`config.mk`:
```
export PLATFORM = sky130hd
export DESIGN_NAME = fp_mul_pipe
export DESIGN_NICKNAME = d
export VERILOG_FILES = /design/src/rtl/fp_mul_pipe.sv
export SDC_FILE = /design/constraint.sdc
export NUM_CORES = 2
export LEC_CHECK = 0
export CORE_UTILIZATION = 50
export CTS_BUF_LIST = sky130_fd_sc_hd__clkbuf_4 sky130_fd_sc_hd__clkbuf_8
export DETAILED_ROUTE_END_ITERATION = 6
export GPL_TIMING_DRIVEN = 0
export PLACE_DENSITY = 0.79
export SYNTH_ARGS = -nofsm -noshare
export SYNTH_HDL_FRONTEND = slang
export SYNTH_SLANG_ARGS = --single-unit
```
`constraint.sdc`:
```
create_clock -name clock -period 8.1 [get_ports clock]
set_input_delay 1.62 -clock clock [delete_from_list [all_inputs] [get_ports clock]]
set_output_delay 1.62 -clock clock [all_outputs]
set_load 0.01 [all_outputs]
```
`src/rtl/fp_mul_pipe.sv`:
```
// Three-stage pipelined floating-point multiplier for the {sign, exp, frac} format.
// Round-to-nearest-even, flush-to-zero, and exception flags travel with each result.
module fp_mul_pipe #(
  parameter int EXPONENT_BITS = 8,
  parameter int FRACTION_BITS = 23,
  localparam int W = 1 + EXPONENT_BITS + FRACTION_BITS
) (
  input  logic         clock,
  input  logic         reset_n,
  input  logic         in_valid,
  output logic         in_ready,
  input  logic [W-1:0] a,
  input  logic [W-1:0] b,
  output logic         out_valid,
  input  logic         out_ready,
  output logic [W-1:0] result,
  output logic [3:0]   flags
);

  localparam int E    = EXPONENT_BITS;
  localparam int F    = FRACTION_BITS;
  localparam int EW   = E + 2;
  localparam int MW   = F + 1;
  localparam int PW   = 2 * F + 2;
  localparam int BIAS = (1 << (E - 1)) - 1;
  localparam int EMAX = (1 << E) - 1;
  localparam logic [W-1:0] QNAN = {1'b0, {E{1'b1}}, 1'b1, {(F-1){1'b0}}};

  // Handshake: a transfer happens on an edge where valid && ready. One enable
  // moves the whole pipeline; it stalls only while a result waits unaccepted.
  logic en;
  assign en       = !out_valid || out_ready;
  assign in_ready = en;

  // ---------------- S1: unpack / classify ----------------
  logic         sa, sb, sign_d;
  logic [E-1:0] ea, eb;
  logic [F-1:0] fa, fb;
  logic         a_zero, a_inf, a_nan, b_zero, b_inf, b_nan;
  logic         sp_d, inv_d;
  logic [W-1:0] sp_res_d;
  logic signed [EW-1:0] e_d;

  assign {sa, ea, fa} = a;
  assign {sb, eb, fb} = b;
  assign sign_d = sa ^ sb;

  assign a_zero = (ea == '0);
  assign b_zero = (eb == '0);
  assign a_inf  = (&ea) && (fa == '0);
  assign b_inf  = (&eb) && (fb == '0);
  assign a_nan  = (&ea) && (fa != '0);
  assign b_nan  = (&eb) && (fb != '0);

  assign e_d = $signed({2'b00, ea}) + $signed({2'b00, eb}) - $signed(EW'(BIAS));

  // Special operands bypass the arithmetic; precedence is NaN, then Inf, then zero.
  always_comb begin
    sp_d     = 1'b0;
    inv_d    = 1'b0;
    sp_res_d = '0;
    if (a_nan || b_nan || (a_zero && b_inf) || (a_inf && b_zero)) begin
      sp_d     = 1'b1;
      sp_res_d = QNAN;
      inv_d    = (a_zero && b_inf) || (a_inf && b_zero);
    end else if (a_inf || b_inf) begin
      sp_d     = 1'b1;
      sp_res_d = {sign_d, {E{1'b1}}, {F{1'b0}}};
    end else if (a_zero || b_zero) begin
      sp_d     = 1'b1;
      sp_res_d = {sign_d, {(W-1){1'b0}}};
    end
  end

  logic                 s1_v, s1_sign, s1_sp, s1_inv;
  logic [W-1:0]         s1_sp_res;
  logic [MW-1:0]        s1_ma, s1_mb;
  logic signed [EW-1:0] s1_e;

  logic                 s2_v, s2_sign, s2_sp, s2_inv;
  logic [W-1:0]         s2_sp_res;
  logic [PW-1:0]        s2_p;
  logic signed [EW-1:0] s2_e;

  // ---------------- S3: normalise / round / pack ----------------
  logic [PW-1:0]        pn;
  logic [MW-1:0]        mant;
  logic [MW:0]          mant_r;
  logic                 guard, sticky, inc;
  logic [F-1:0]         frac_r;
  logic signed [EW-1:0] e_n;
  logic [W-1:0]         res_d;
  logic [3:0]           flags_d;

  assign pn     = s2_p[PW-1] ? s2_p : {s2_p[PW-2:0], 1'b0};
  assign mant   = pn[PW-1 -: MW];
  assign guard  = pn[PW-1-MW];
  assign sticky = |pn[PW-2-MW:0];
  assign inc    = guard && (sticky || mant[0]);
  assign mant_r = {1'b0, mant} + {{MW{1'b0}}, inc};
  // A rounding carry-out means the mantissa wrapped to 1.000..0.
  assign frac_r = mant_r[MW] ? mant_r[MW-1:1] : mant_r[MW-2:0];
  assign e_n    = s2_e + $signed({{(EW-1){1'b0}}, s2_p[PW-1]})
                       + $signed({{(EW-1){1'b0}}, mant_r[MW]});

  always_comb begin
    res_d   = '0;
    flags_d = 4'b0000;
    if (s2_sp) begin
      res_d   = s2_sp_res;
      flags_d = {s2_inv, 3'b000};
    end else if (int'(e_n) >= EMAX) begin
      res_d   = {s2_sign, {E{1'b1}}, {F{1'b0}}};
      flags_d = 4'b0101;
    end else if (int'(e_n) <= 0) begin
      res_d   = {s2_sign, {(W-1){1'b0}}};
      flags_d = 4'b0011;
    end else begin
      res_d   = {s2_sign, e_n[E-1:0], frac_r};
      flags_d = {3'b000, guard | sticky};
    end
  end

  always_ff @(posedge clock or negedge reset_n) begin
    if (!reset_n) begin
      s1_v      <= 1'b0;
      s1_sign   <= 1'b0;
      s1_sp     <= 1'b0;
      s1_inv    <= 1'b0;
      s1_sp_res <= '0;
      s1_ma     <= '0;
      s1_mb     <= '0;
      s1_e      <= '0;
      s2_v      <= 1'b0;
      s2_sign   <= 1'b0;
      s2_sp     <= 1'b0;
      s2_inv    <= 1'b0;
      s2_sp_res <= '0;
      s2_p      <= '0;
      s2_e      <= '0;
      out_valid <= 1'b0;
      result    <= '0;
      flags     <= 4'b0000;
    end else if (en) begin
      s1_v      <= in_valid;
      s1_sign   <= sign_d;
      s1_sp     <= sp_d;
      s1_inv    <= inv_d;
      s1_sp_res <= sp_res_d;
      s1_ma     <= {1'b1, fa};
      s1_mb     <= {1'b1, fb};
      s1_e      <= e_d;
      s2_v      <= s1_v;
      s2_sign   <= s1_sign;
      s2_sp     <= s1_sp;
      s2_inv    <= s1_inv;
      s2_sp_res <= s1_sp_res;
      s2_p      <= PW'(s1_ma) * PW'(s1_mb);
      s2_e      <= s1_e;
      out_valid <= s2_v;
      result    <= res_d;
      flags     <= flags_d;
    end
  end

endmodule

```
---- Word-level counts from Yosys, hierarchy flattened ----
Index checks and enable logic that the tools add are counted.
word-level totals
  register bits after elaboration ......... 225
  bits of input ports ..................... 68
  output and inout port bits .............. 38
cells by class
  add/sub/neg operators ................... 5
  multiply operators ...................... 1
  order comparisons ....................... 2
  muxes and demuxes ....................... 15
  bitwise operators ....................... 2
  reductions and logical operators ........ 25
operator list
  operator                                                            count
  2-to-1 mux 32 bit                                                   4
  2-to-1 mux 31 bit                                                   2
  multiplier 24 x 24 -> 48 bit                                        1
  2-to-1 mux 48 bit                                                   1
  zero test 23 bit                                                    2
  nonzero test 23 bit                                                 2
  adder 24 x 1 -> 25 bit                                              1
  2-to-1 mux 23 bit                                                   1
  OR reduction 23 bit                                                 1
  adder 10 x 2 -> 10 bit                                              2
  zero test 8 bit                                                     2
  AND reduction 8 bit                                                 2
  greater-or-equal comparator 10 x 9 -> 1 bit, second input constant  1
  less-or-equal comparator 10 x 1 -> 1 bit, second input constant     1
  subtractor 9 x 7 -> 10 bit, second input constant                   1
  adder 8 x 8 -> 9 bit                                                1
  logical OR 1 bit                                                    8
  logical AND 1 bit                                                   7
  2-to-1 mux 1 bit                                                    4
  2-to-1 mux 4 bit                                                    1
  2-to-1 mux 3 bit                                                    1
  2-to-1 mux 2 bit                                                    1
  zero test 1 bit                                                     1
  OR 1 bit                                                            1
  XOR 1 bit                                                           1

---- Depth between registers and ports, before layout ----
  depth in word-level cells ............... 10
  depth in mapped cells ................... 27
  mapped depth without buffers ............ 25

---- Worst setup path after synthesis ----
No wires, ideal clock.
  kind .................................... register to register
  start point ............................. reg s1_mb[3]
  end point ............................... reg s2_p[45]
  arrival time ............................ 6.503 ns
  data required time ...................... 7.958 ns
  setup slack ............................. 1.455 ns
  cell stages (with the launch flop) ...... 28
  buffers on the path ..................... 2
  period minus slack after synthesis ...... 6.645 ns
  cells stage by stage .................... dfrtp_1 -> clkbuf_1 -> clkbuf_1 -> nand2_1 -> fa_1 -> inv_1 -> fa_1 -> inv_1 -> fa_1 -> inv_1 -> fa_1 -> inv_1 -> fa_1 -> inv_1 -> fa_1 -> inv_1 -> fa_1 -> inv_1 -> ha_1 -> a21oi_1 -> o21ai_0 -> nand3_1 -> nand4_1 -> a221oi_1 -> o211ai_1 -> a311oi_1 -> xor2_1 -> a21oi_1
on the way
  cells in the longest elaborated chain, start to end .. 1
RTL lines
  what                          RTL line  text
  start, declared               77        logic [MW-1:0] s1_ma, s1_mb;
  start signal, assigned        151       s1_mb <= {1'b1, fb};
  multiplier 24 x 24 -> 48 bit  158       s2_p <= PW'(s1_ma) * PW'(s1_mb);
  end signal, assigned          158
  end, declared                 82        logic [PW-1:0] s2_p;
Every way passes these cells.
A chain may end at the register's enable or synchronous reset.

---- Worst setup path in the final report ----
  start point ............................. reg s1_ma[14]
  end point ............................... reg s2_p[45]
on the way
  cells in the longest elaborated chain, start to end .. 1
RTL lines
  what                          RTL line  text
  start, declared               77
  start signal, assigned        150       s1_ma <= {1'b1, fa};
  multiplier 24 x 24 -> 48 bit  158
Every way passes these cells.

==> key figures <==
Clocking
  – Post-CTS Repair Setup Buffers: 0
  – Worst-Skew Late Latency: around 0.54 ns
  – H-Tree Depth: 4
  – Root buf cell: clkbuf_8
  – CTS tree: yes
  – CTS sink count: about 170
  – Clock Path Buffers: 2
  – Num CTS Buffers: 17
  – Reg clk slew, reported paths: approximately 0.10 ns
  – Hold Buf Count CTS: 0

STA
  – Setup violations, final: 0
  – Fmax: around 130 MHz
  – Fin. Hold Viols: 0
  – RSZ-0062 raised after global routing: yes
  – Final WS setup: approximately 0.22 ns
  – TNS Setup: 0 ns
  – Final Slew Violations: 0
  – WHS: between 0.4 and 0.5 ns
  – Least-Margin Pin Slew: 0.910 ns
  – Fin crit share: 0.973
  – Max Clock Skew: 0.0206 ns
  – Fin crit period: about 7.9 ns
  – Slew Limit Headroom: 0.393

Detailed routing
  – Detailed-route via count: between 20000 and 25000
  – Drt wl/cell: 21.0 um
  – Final ANT Viol Nets: 0
  – Drt drc: 0
  – Pre-Repair DR Iteration Count: 5
  – Vias per inst: ~5.6
  – Overall routed net length: just over 80000 um
  – Initial DRC count: about 2000

Synth
  – Post-synth ARST share: 1.00
  – Primary FF master, synth: dfrtp_1
  – Average size of a mapped cell: 8.80 um2
  – Synthesized area: 27100 um2
  – Mapped Cells: between 3000 and 4000
  – Seq cells post-synth: between 150 and 200
  – Distinct cells, synth: 70
  – Number of synthesized flops with an enable pin: 0
  – Syn. warnings: 0
  – Sequential area share after synthesis: 0.153
  – Syn nets: around 3800

Die
  – Die area: 55100 um2
  – Boundary Pins: 106
  – Initial Util: 0.510
  – Die span in x: ~230 um
  – Overall die height: between 200 and 250 um
  – Std-Cell Rows: 84
  – Core area: 53100 um2

Placed design
  – PortBufs: approximately 110
  – Placed cell count: between 3000 and 4000
  – RePlAce Congestion: 1.02
  – Pre-CTS setup slack: between 0.15 and 0.2 ns
  – DP HPWL: slightly below 70000 um

Global route
  – Vias in the first global route: 22600
  – First-pass GRT wire length: 128000 um
  – Initial antenna violation count: 4
  – Largest net degree at the start of global routing: about 120
  – Total GRT Usage: 0.306
  – Gr ovfl total: 0

Setup path
  – CP most frequent cell: fa_1
  – Arrival time at the worst endpoint: a little over 8 ns
  – Setup crit start kind: flip-flop
  – Crit path largest cell delay: about 0.69 ns
  – Crit path to: s2_p[45]
  – CP Launch Point: s1_ma[14]
  – Worst path slowest cell: dfrtp_1
  – Worst Path Required: between 8 and 9 ns
  – Crit-path cells: clkbuf_1, nand2_1, fa_1, inv_1, fa_1, inv_1, fa_1, fa_1, inv_1, fa_1, fa_1, inv_1, fa_1, inv_1, ha_1, a21oi_1, o21ai_0, nand2_1, nand4_1, a221oi_1, o211ai_1, a311oi_1, xor2_1, a21oi_1
  – Flop2flop setup slack: between 0.2 and 0.25 ns
  – Critical Path Sink Type: flip-flop
  – Cells on worst reg2reg path: 24
  – Reg-to-reg startpoint: s1_ma[14]
  – Crit path max fanout: 10
  – RR Endpoint: s2_p[45]
  – Kind of critical path: reg2reg

Layout
  – Ratio of cells with drive above 1 in the final layout: 0.0302
  – Synth-to-Final Area Change: 8.80%
  – # diodes: 0
  – Final net count: ~4000
  – Non-Filler Instances: just under 4000

Outcome
  – Status: finished clean

Run
  – Maximum capacitance violations: 0

Hold path
  – Hold-critical path depth: 2
  – Tightest Hold Check Type: reg2reg
[registers in the layout, summed over array words and instances (netlist names), 3 cells and up]
register and count:
s2_p 48, result 32, s1_ma 24, s1_mb 23
s1_e 10, s2_e 10, flags 4, s1_sp_res 3
s2_sp_res 3
[through the flow]
step                instance area (um2)   util
finish                            29500  0.555
global route                      29500  0.555
CTS                               29400  0.555
detailed placement                29000  0.547
global placement                  29000  0.547
floorplan                         27100      -
[logic make-up (layout without fill, tap and decap cells)]
group,count (synthesis),after routing,share of synthesized area
simple gates,1155,1155,0.203
buf+inv,706,844,0.0982
fa+ha+maj,676,676,0.446
compound gates,267,267,0.0629
flops,166,166,0.153
xor+xnor,87,87,0.0281
mux,21,21,0.00836
[how the worst min path moves through the flow]
stage	startpoint	end	slack [ns]
6_report	s1_sp_res[31]	s2_sp_res[31]	0.48
4_1_cts	s1_sp_res[31]	s2_sp_res[31]	0.47
3_3_place_gp	s2_v	s2_v	0.45
3_5_place_dp	s2_v	out_valid	0.46
5_1_grt	s2_p[3]	s2_p[3]	0.52
2_1_floorplan	s2_v	s2_v	0.43
[layout make-up]
class	count	area [um2]
plain buffers	164	664
flip-flops and latches	166	4150
multi-input cells	2206	20300
clock buffers	19	262
clock inverters	13	130
well taps	688	861
inverters	541	2030
repair buffers	107	1090
fillers	4705	23600
[critical path: cells and delay by family, from the launching register on]
kind | cells | cell delay, ns
buf+inv | 6 | 0.88
simple gates | 3 | 0.42
fa+ha+maj | 8 | 3.91
xor+xnor | 1 | 0.23
flops | 1 | 0.69
compound gates | 6 | 1.61
[cells in the mapped netlist (4+ instances only)]
cell	number	area, um2
clkbuf_1	149	559
a31oi_1	10	62.6
nand3_1	33	165
a211oi_1	4	30.0
nand2_1	605	2270
nand2b_1	8	50.1
a21oi_1	92	460
o31ai_1	6	45.0
nor3_1	14	70.1
a21o_1	21	158
o21ai_0	54	270
o21bai_1	12	90.1
fa_1	484	9690
a22oi_1	10	75.1
a22o_1	10	87.6
inv_1	540	2030
xnor2_1	51	447
nor2b_1	9	56.3
ha_1	192	2400
dfrtp_1	166	4150
buf_2	6	30.0
o21a_1	5	37.5
o211ai_1	6	45.0
a221o_1	6	60.1
nor2_1	101	379
xor2_1	36	315
and2_1	297	1860
nor4_1	24	150
mux2i_1	11	110
buf_1	9	33.8
nand4_1	30	188
mux2_2	8	90.1
and3_1	13	81.3
or3_1	4	25.0
[metal layers]
layer  GRT usage  up-vias  part of all wire
met4       0.128        2             0.046
met3       0.102      228              0.13
met1       0.399    10900              0.39
met5           0        -           0.00011
met2       0.467     1194              0.44
li1            -     9617                 -
[timing repair]
item / CTS / global route
endpoints found under the setup margin: 0 / 8
gates resized for setup: 0 / 64
hold endpoints to repair: 0 / 0
[cell usage in the layout (no fill, tap or decap), types with 6 or more instances in the layout]
cell type | netlist | layout
nand2_1 | 605 | 605
inv_1 | 540 | 540
fa_1 | 484 | 484
and2_1 | 297 | 297
ha_1 | 192 | 192
dfrtp_1 | 166 | 166
clkbuf_1 | 149 | 118
clkdlybuf4s50_1 | 0 | 104
nor2_1 | 101 | 101
a21oi_1 | 92 | 92
o21ai_0 | 54 | 54
xnor2_1 | 51 | 51
xor2_1 | 36 | 36
nand3_1 | 33 | 33
clkbuf_2 | 0 | 30
nand4_1 | 30 | 30
nor4_1 | 24 | 23
a21o_1 | 21 | 21
clkbuf_8 | 0 | 19
nor3_1 | 14 | 14
and3_1 | 13 | 13
o21bai_1 | 12 | 12
mux2i_1 | 11 | 11
a22oi_1 | 10 | 10
a31oi_1 | 10 | 10
a22o_1 | 10 | 10
buf_1 | 9 | 9
nor2b_1 | 9 | 9
mux2_2 | 8 | 8
nand2b_1 | 8 | 8
inv_6 | 0 | 7
buf_2 | 6 | 6
o211ai_1 | 6 | 6
o31ai_1 | 6 | 6
a221o_1 | 6 | 6
Power is not shown: default switching activity piles up to over one toggle a cycle in this logic, so the estimate is an artifact.
